## src/rtl/control_estacionamiento.sv

```systemverilog
// Parking-lot occupancy controller: tracks A/B barrier passages to count cars in and out,
// with a saturating count, full/empty flags and one-cycle event pulses.
module control_estacionamiento #(
    parameter int unsigned CAPACIDAD = 15,
    parameter int unsigned ANCHO     = 4,
    parameter int unsigned TIMEOUT   = 50000000
) (
    input  logic             clk,
    input  logic             rst_n,
    input  logic             sensor_a,
    input  logic             sensor_b,
    output logic [ANCHO-1:0] ocupacion,
    output logic             lleno,
    output logic             vacio,
    output logic             pulso_entrada,
    output logic             pulso_salida,
    output logic             rechazo,
    output logic             error,
    output logic [2:0]       estado
);

    localparam int unsigned AnchoTimer = $clog2(TIMEOUT);
    localparam logic [AnchoTimer-1:0] TimerMax = AnchoTimer'(TIMEOUT - 1);
    localparam logic [ANCHO-1:0] Capacidad = ANCHO'(CAPACIDAD);

    typedef enum logic [2:0] {
        StReposo = 3'd0,
        StEntA   = 3'd1,
        StEntAb  = 3'd2,
        StEntB   = 3'd3,
        StSalB   = 3'd4,
        StSalBa  = 3'd5,
        StSalA   = 3'd6,
        StEspera = 3'd7
    } estado_t;

    estado_t               estado_q, estado_d;
    logic [AnchoTimer-1:0] timer_q, timer_d;
    logic [ANCHO-1:0]      ocupacion_q, ocupacion_d;
    logic                  pulso_entrada_q, pulso_entrada_d;
    logic                  pulso_salida_q, pulso_salida_d;
    logic                  rechazo_q, rechazo_d;
    logic                  error_q, error_d;

    logic [1:0] ab;
    logic       transicion;
    logic       intermedio;
    logic       evento_entrada;
    logic       evento_salida;
    logic       error_secuencia;

    assign ab = {sensor_a, sensor_b};

    always_comb begin
        estado_d        = estado_q;
        transicion      = 1'b1;
        evento_entrada  = 1'b0;
        evento_salida   = 1'b0;
        error_secuencia = 1'b0;
        intermedio      = (estado_q != StReposo) && (estado_q != StEspera);

        unique case (estado_q)
            StReposo: begin
                case (ab)
                    2'b10:   estado_d = StEntA;
                    2'b01:   estado_d = StSalB;
                    2'b11: begin
                        estado_d        = StEspera;
                        error_secuencia = 1'b1;
                    end
                    default: transicion = 1'b0;
                endcase
            end
            StEntA: begin
                case (ab)
                    2'b11:   estado_d = StEntAb;
                    2'b00:   estado_d = StReposo;
                    2'b01: begin
                        estado_d        = StEspera;
                        error_secuencia = 1'b1;
                    end
                    default: transicion = 1'b0;
                endcase
            end
            StEntAb: begin
                case (ab)
                    2'b01:   estado_d = StEntB;
                    2'b10:   estado_d = StEntA;
                    2'b00: begin
                        estado_d        = StEspera;
                        error_secuencia = 1'b1;
                    end
                    default: transicion = 1'b0;
                endcase
            end
            StEntB: begin
                case (ab)
                    2'b00: begin
                        estado_d       = StReposo;
                        evento_entrada = 1'b1;
                    end
                    2'b11:   estado_d = StEntAb;
                    2'b10: begin
                        estado_d        = StEspera;
                        error_secuencia = 1'b1;
                    end
                    default: transicion = 1'b0;
                endcase
            end
            StSalB: begin
                case (ab)
                    2'b11:   estado_d = StSalBa;
                    2'b00:   estado_d = StReposo;
                    2'b10: begin
                        estado_d        = StEspera;
                        error_secuencia = 1'b1;
                    end
                    default: transicion = 1'b0;
                endcase
            end
            StSalBa: begin
                case (ab)
                    2'b10:   estado_d = StSalA;
                    2'b01:   estado_d = StSalB;
                    2'b00: begin
                        estado_d        = StEspera;
                        error_secuencia = 1'b1;
                    end
                    default: transicion = 1'b0;
                endcase
            end
            StSalA: begin
                case (ab)
                    2'b00: begin
                        estado_d      = StReposo;
                        evento_salida = 1'b1;
                    end
                    2'b11:   estado_d = StSalBa;
                    2'b01: begin
                        estado_d        = StEspera;
                        error_secuencia = 1'b1;
                    end
                    default: transicion = 1'b0;
                endcase
            end
            StEspera: begin
                if (ab == 2'b00) begin
                    estado_d = StReposo;
                end else begin
                    transicion = 1'b0;
                end
            end
            default: estado_d = StReposo;
        endcase

        // A listed transition always wins over the timeout
        if (!transicion && intermedio && (timer_q == TimerMax)) begin
            estado_d        = StEspera;
            error_secuencia = 1'b1;
        end
    end

    always_comb begin
        ocupacion_d     = ocupacion_q;
        pulso_entrada_d = 1'b0;
        pulso_salida_d  = 1'b0;
        rechazo_d       = 1'b0;
        error_d         = error_secuencia;

        if (evento_entrada) begin
            if (ocupacion_q < Capacidad) begin
                ocupacion_d     = ocupacion_q + 1'b1;
                pulso_entrada_d = 1'b1;
            end else begin
                rechazo_d = 1'b1;
            end
        end

        if (evento_salida) begin
            if (ocupacion_q != '0) begin
                ocupacion_d    = ocupacion_q - 1'b1;
                pulso_salida_d = 1'b1;
            end else begin
                error_d = 1'b1;
            end
        end

        if ((estado_d != estado_q) || (estado_d == StReposo) || (estado_d == StEspera)) begin
            timer_d = '0;
        end else begin
            timer_d = timer_q + 1'b1;
        end
    end

    always_ff @(posedge clk or negedge rst_n) begin
        if (!rst_n) begin
            estado_q        <= StReposo;
            timer_q         <= '0;
            ocupacion_q     <= '0;
            pulso_entrada_q <= 1'b0;
            pulso_salida_q  <= 1'b0;
            rechazo_q       <= 1'b0;
            error_q         <= 1'b0;
        end else begin
            estado_q        <= estado_d;
            timer_q         <= timer_d;
            ocupacion_q     <= ocupacion_d;
            pulso_entrada_q <= pulso_entrada_d;
            pulso_salida_q  <= pulso_salida_d;
            rechazo_q       <= rechazo_d;
            error_q         <= error_d;
        end
    end

    assign ocupacion     = ocupacion_q;
    assign lleno         = (ocupacion_q == Capacidad);
    assign vacio         = (ocupacion_q == '0);
    assign pulso_entrada = pulso_entrada_q;
    assign pulso_salida  = pulso_salida_q;
    assign rechazo       = rechazo_q;
    assign error         = error_q;
    assign estado        = estado_q;

endmodule

```

## config.mk

```make
export PLATFORM = sky130hd
export DESIGN_NAME = control_estacionamiento
export DESIGN_NICKNAME = d
export VERILOG_FILES = /design/src/rtl/control_estacionamiento.sv
export SDC_FILE = /design/constraint.sdc
export NUM_CORES = 1
export LEC_CHECK = 0
export CAP_MARGIN = 10
export CORE_ASPECT_RATIO = 1.5
export CORE_MARGIN = 5
export CORE_UTILIZATION = 57
export DETAILED_ROUTE_END_ITERATION = 16
export DONT_BUFFER_PORTS = 1
export HOLD_SLACK_MARGIN = 0.03
export MAX_ROUTING_LAYER = met4
export PLACE_DENSITY = 0.75
export SYNTH_ARGS = -nofsm -noshare
export SYNTH_HDL_FRONTEND = slang
export SYNTH_SLANG_ARGS = --single-unit
```

## constraint.sdc

```tcl
create_clock -name clk -period 2.2 [get_ports clk]
set_input_delay 0.44 -clock clk [delete_from_list [all_inputs] [get_ports clk]]
set_output_delay 0.44 -clock clk [all_outputs]
set_load 0.05 [all_outputs]
```

==> run_results.csv, run 1 <==
group,metric,value,unit
drt,drt_iter0_drc,121,
placement,dpl-instance-area,2520,um2
final_layout,nFillCells,320,
worst_setup_path,arrival,2370,ps
drt,first_pass_iters,4,
sta,rsz0062_at_grt,"true",
floorplan,die-area,5550,um2
sta,fin_crit_sh,0.998,
worst_setup_path,start_kind,"register",
logic_synthesis,yosys-top-cells-area,"dfrtp_1 (39%), xor2_1 (7.1%), nor3_1 (6.6%), and3_1 (4.0%), xnor2_1 (3.7%)",
power,p_leak,1.18,nW
clocking,cts_inserted_buffers,5,
floorplan,die_y,88.7,um
global_routing,grt_usage,0.197,
logic_synthesis,syn_inst,264,
worst_setup_path,max_stage_delay,530,ps
worst_setup_path,end_kind,"register",
floorplan,num_rows,28,
clocking,cts_tree,"done",
power,power,3.01,mW
drt,drcViolationCount,0,
worst_setup_path,path_max_fanout,26,
drt,routed_wl,5000,um
final_layout,final_common_cell,"dfrtp_1",
final_layout,postLayoutCellArea,2680,um2
logic_synthesis,synth_area,2360,um2
sta,setup_viol,0,
logic_synthesis,syn-mean-instance-area,8.92,um2
drt,drt.antenna.violating_nets,0,
drt,vias_per_cell,6.06,
logic_synthesis,synthDistinctLibCells,50,
clocking,insertion_delay,290,ps
logic_synthesis,syn_nets,271,
status,status,"complete, no violations",
sta,slew_headroom,0.681,
drt,drt-wirelength-per-cell,15.4,um
floorplan,ios,17,
power,powerDensity,1120,nW/um2
worst_setup_path,r2r_start,"timer_q[10]",
final_layout,most-common-layout-cells,"dfrtp_1 (35), nor3_1 (31), buf_4 (20)",
floorplan,die_w,62.5,um
logic_synthesis,synthArstFlopShare,1.00,
final_layout,multi_input_area,1330,um2
logic_synthesis,synth.top_cell.area_share,0.393,
sta,maxSlewViolCount,0,
global_routing,antenna_found_initial,0,
floorplan,design.core.area,3960,um2
sta,fin_skew,6.52,ps
floorplan,start_util,0.595,
sta,worstMarginPinSlew,478,ps
hold_path,min_path_type,"input port to register",
logic_synthesis,yosys.area.top_type,"dfrtp_1",
clocking,htreeDepth,2,
final_layout,fin_nets,285,
logic_synthesis,synth_ff_type,"dfrtp_1",
drt,via_count,1964,
global_routing,grt-ovfl-total,0,
logic_synthesis,yosys_warnings,0,
clocking,cts_root_buf,"clkbuf_8",
sta,fmax,0.455,GHz
placement,port_buffers,0,
final_layout,drive_gt1_frac,0.154,
worst_setup_path,worstPathRequired,2380,ps
worst_setup_path,critPathSlowestCell,"or4_4",
logic_synthesis,synth_edf_count,0,
global_routing,grt_pass1_vias,1880,
worst_setup_path,criticalPathCategory,"register to register",
clocking,cts_sinks,37,
placement,gp_congestion,0.840,
sta,hold_violations,0,
final_layout,seqCellArea,928,um2
final_layout,antennaDiodeCount,0,
power,ir_drop,758,uV
final_layout,fin_util,0.676,
sta,layout_min_cycle_time,2200,ps
worst_setup_path,path_cells,"or4_4, nor4_2, nand4_1, nand2b_4, o2111ai_4, buf_12, nor3_1",
global_routing,grt_pass1_wl,8670,um
hold_path,hp-start,"sensor_b",
placement,dpl.hpwl,3470,um
worst_setup_path,worstSetupStartpoint,"timer_q[10]",
clocking,path_clk_slew,80,ps
run,drv_cap,0,
clocking,cts_buffer_depth,2,
global_routing,grt_start_max_net_pins,38,
logic_synthesis,ys_seq_area_frac,0.393,
logic_synthesis,synth-seq-cells,37,
final_layout,syn2layout_area_growth,13.6,%
[through the flow]
stage | hold slack (ps) | cells | setup TNS [ps] | setup WS, ps
finish | 339 | 324 | 0 | 3.60
global route | 361 | 324 | -2250 | -102
CTS | 332 | 324 | 0 | 3.63
detailed placement | 146 | 314 | 0 | 18.4
global placement | 146 | 314 | 0 | 62.9
floorplan | 144 | 264 | 0 | 62.8
[layer usage]
layer | share of wire | up-vias | global-route usage
li1 | - | 968 | -
met1 | 0.43 | 972 | 0.228
met2 | 0.53 | 20 | 0.349
met3 | 0.020 | 4 | 0.0254
met4 | 0.014 | 0 | 0.0753
met5 | 0 | - | -
[synth_stat cells (all sizes together) (3+ instances only)]
cell    number
xnor2       10
o21ai       12
clkbuf       5
buf         12
nor2        14
nand2       17
a21oi       11
nand4       10
nand3        9
nor3b        3
nor4         3
dfrtp       37
xor2        19
nor2b        6
ha           3
a31oi        4
nand2b       4
and3        15
nor3        31
inv          7
[critical path: cells and delay by family (launching register included)]
kind,cells,cell delay [ps]
AND/OR/NAND/NOR,5,1260
flip-flops,1,400
AO/OA/AOI/OAI,1,210
buffers and inverters,1,200
[report_power, final]
part | internal (mW) | leakage [nW] | switching [mW] | total [mW]
combinational | 0.564 | 0.624 | 0.928 | 1.49
clock | 0.339 | 0.0543 | 0.248 | 0.588
sequential | 0.754 | 0.501 | 0.177 | 0.932
[flip-flops by register name, summed over array words and instances, names as in the netlist]
| signal | flops |
|---|---|
| ocupacion | 4 |
| pulso_salida | 1 |
| timer_q | 26 |
| estado | 3 |
| error | 1 |
| rechazo | 1 |
| pulso_entrada | 1 |
[final timing paths]
kind	slack, ps	depth (start not counted)	endpoint
worst max register to register	4	7	timer_q[9]
worst max-delay path	4	7	timer_q[9]
worst min-delay path	340	3	rechazo
worst min register to register	520	1	timer_q[0]
max in group asynchronous	1390	2	estado[2]
min in group asynchronous	610	2	timer_q[18]
[layout make-up]
class	instances	area share
multi-input cells	202	0.496
inverters	8	0.0112
clock buffers	5	0.0257
flip-flops and latches	37	0.347
repair buffers	24	0.0822
well taps	45	0.0210
clock inverters	3	0.0173
[cells by family after synthesis]
family / synth area share
fa+ha+maj: 0.0159
simple gates: 0.296
buf+inv: 0.0526
mux: 0.00850
xor+xnor: 0.108
flops: 0.393
compound gates: 0.126
[timing repair]
| item | in CTS | in global routing |
|---|---|---|
| gates resized for setup | 0 | 2 |
| setup endpoints to repair | 10 | 26 |
| setup buffers | 0 | 0 |
| hold buffers | 2 | 0 |
| pin swaps | 1 | 1 |
| hold endpoints to repair | 37 | 0 |
(Power assumes the default switching activity.)
==> run 2: changes to the inputs <==
--- a/config.mk
+++ b/config.mk
@@ -5,8 +5,8 @@
 export SDC_FILE = /design/constraint.sdc
 export NUM_CORES = 1
 export LEC_CHECK = 0
+export ABC_AREA = 1
 export CAP_MARGIN = 10
-export CORE_ASPECT_RATIO = 1.5
 export CORE_MARGIN = 5
 export CORE_UTILIZATION = 57
 export DETAILED_ROUTE_END_ITERATION = 16
==> run_results.csv, run 2 <==
group,metric,value,unit
run,drv_cap,0,
logic_synthesis,yosysMostFrequentCell,"nand2_1",
power,powerDensity,1190,nW/um2
floorplan,die-area,5810,um2
logic_synthesis,synth_area,2500,um2
final_layout,syn2layout_area_growth,10.6,%
sta,hold_violations,0,
worst_setup_path,crit_top_cell,"nor2_4",
worst_setup_path,path_buf_inv,1,
global_routing,grt-ovfl-total,0,
sta,fin_crit_sh,0.900,
placement,gp_congestion,0.919,
floorplan,start_util,0.582,
drt,drcViolationCount,0,
logic_synthesis,syn-mean-instance-area,8.28,um2
worst_setup_path,arrival,2160,ps
placement,port_buffers,0,
logic_synthesis,yosys_warnings,0,
clocking,htreeDepth,2,
placement,dpl.hpwl,3480,um
sta,layout_min_cycle_time,1980,ps
drt,via_count,1974,
final_layout,drive_gt1_frac,0.249,
global_routing,met1_usage,0.236,
drt,drt_iter0_drc,160,
worst_setup_path,criticalPathCategory,"register to register",
placement,dpl-instance-area,2620,um2
logic_synthesis,synth.top_cell.area_share,0.370,
global_routing,grtUsageMet2,0.283,
floorplan,num_rows,24,
worst_setup_path,max_stage_delay,380,ps
final_layout,fin_nets,327,
logic_synthesis,yosys-top-cells-count,"nand2_1 (64), dfrtp_1 (37), nor2_1 (37)",
status,status,"complete, no violations",
floorplan,design.core.area,4290,um2
final_layout,largest_register,"timer_q",
logic_synthesis,synthDistinctLibCells,30,
final_layout,most-common-layout-cells,"nand2_1 (64), dfrtp_1 (36), nor2_1 (33)",
sta,fin_skew,3.28,ps
sta,rsz0062_at_grt,"false",
drt,drt.antenna.violating_nets,0,
worst_setup_path,critPathSlowestCell,"dfrtp_1",
worst_setup_path,path_cells,"ha_1, nand4_1, nor2_2, nand2_2, nor2_4, nand2_4, nand2_2, nand2_1, nand2_1, nor2_4, nand2_4, buf_12, nor2_4",
clocking,path_clk_slew,70,ps
logic_synthesis,synth_ff_type,"dfrtp_1",
global_routing,grt_start_max_net_pins,38,
clocking,cts_root_buf,"clkbuf_8",
global_routing,grt_usage,0.183,
sta,maxSlewViolCount,0,
final_layout,nFillCells,360,
power,p_leak,1.16,nW
final_layout,multi_input_area,1380,um2
hold_path,min_path_type,"input port to register",
floorplan,die_y,76.2,um
drt,routed_wl,4780,um
final_layout,postLayoutCellArea,2760,um2
logic_synthesis,yosys.area.top_type,"dfrtp_1",
drt,first_pass_iters,5,
global_routing,grt_pass1_wl,8660,um
logic_synthesis,ys_seq_area_frac,0.370,
logic_synthesis,synth_edf_count,0,
drt,vias_per_cell,5.29,
final_layout,largest_reg_flops,26,
clocking,cts_buffer_depth,2,
sta,worstMarginPinSlew,453,ps
clocking,cts_sinks,37,
worst_setup_path,path_max_fanout,11,
global_routing,antenna_found_initial,0,
logic_synthesis,synthArstFlopShare,1.00,
logic_synthesis,syn_inst,302,
final_layout,seqCellArea,927,um2
drt,drt-wirelength-per-cell,12.8,um
logic_synthesis,yosys-top-cells-area,"dfrtp_1 (37%), nor2_4 (9.9%), nand2_1 (9.6%), nor2_1 (5.6%), xor2_1 (4.9%)",
final_layout,final_common_cell,"nand2_1",
worst_setup_path,path_delay_family,"simple AND/OR/NAND/NOR gates",
clocking,insertion_delay,290,ps
worst_setup_path,worstPathRequired,2380,ps
final_layout,antennaDiodeCount,0,
global_routing,met3_usage,0.0473,
clocking,cts_inserted_buffers,5,
worst_setup_path,end_kind,"register",
global_routing,busiest_layer,"met2",
sta,slew_headroom,0.698,
power,ir_drop,1170,uV
clocking,cts_tree,"done",
logic_synthesis,syn_nets,309,
global_routing,grt_pass1_vias,1952,
sta,fmax,0.505,GHz
sta,setup_viol,0,
logic_synthesis,synth-seq-cells,37,
floorplan,die_w,76.2,um
sta,fin_setup_tns,0,ps
floorplan,ios,17,
worst_setup_path,start_kind,"register",
run 2: final timing paths:
check	startpoint	endpoint	slack [ps]	cells after the start
min in group asynchronous	rst_n	timer_q[18]	590	2
min reg2reg	timer_q[0]	timer_q[0]	470	1
max in group asynchronous	rst_n	pulso_salida	1420	2
max reg2reg	timer_q[0]	timer_q[15]	220	13
min	sensor_a	estado[0]	390	2
max	timer_q[0]	timer_q[15]	220	13
run 2: logic make-up after synthesis:
kind of cell,share of synthesized area
AND/OR/NAND/NOR,0.411
buffers and inverters,0.0831
flip-flops,0.370
XOR/XNOR,0.0876
AO/OA/AOI/OAI,0.0325
adder cells (fa/ha/maj),0.0150
run 2: report_power, final:
part           switching (mW)  internal (mW)  total (mW)
sequential              0.151          0.767       0.918
combinational            1.25          0.586        1.84
clock                   0.250          0.283       0.533
total                    1.65           1.64        3.29
run 2: metrics by stage:
step	power [mW]	hold slack (ps)	setup slack (ps)	util	instances
CTS	3.30	382	127	0.640	372
global placement	2.73	146	221	0.610	362
detailed placement	2.75	146	146	0.610	362
finish	3.29	389	219	0.644	373
floorplan	2.45	144	46.4	-	302
global route	3.51	394	23.1	0.644	373
run 2: worst reg2reg max path, delay by kind of cell (launching register included):
kind / cells / cell delay [ps]
buf+inv: 1 / 210
flops: 1 / 380
simple gates: 11 / 1080
fa+ha+maj: 1 / 220
run 2: layout make-up:
type	count	share of cell area
multi-input combinational	227	0.498
sequential	37	0.335
timing repair buffer	18	0.0634
inverter	31	0.0430
clock buffer	7	0.0349
tap	52	0.0235
clock inverter	1	0.00181
run 2: metal layers:
layer  wire length [um]  vias to the layer above
li1                   -                      995
met1               2130                      907
met2               2310                       59
met3                251                       13
met4                 90                        0
met5                  0                        -
run 2: timing repair:
action / CTS / global route
setup endpoints to repair: 0 / 22
gates resized for setup: 0 / 4
hold buffers: 2 / 0
buffers inserted: 0 / 1
endpoints found under the hold margin: 37 / 0
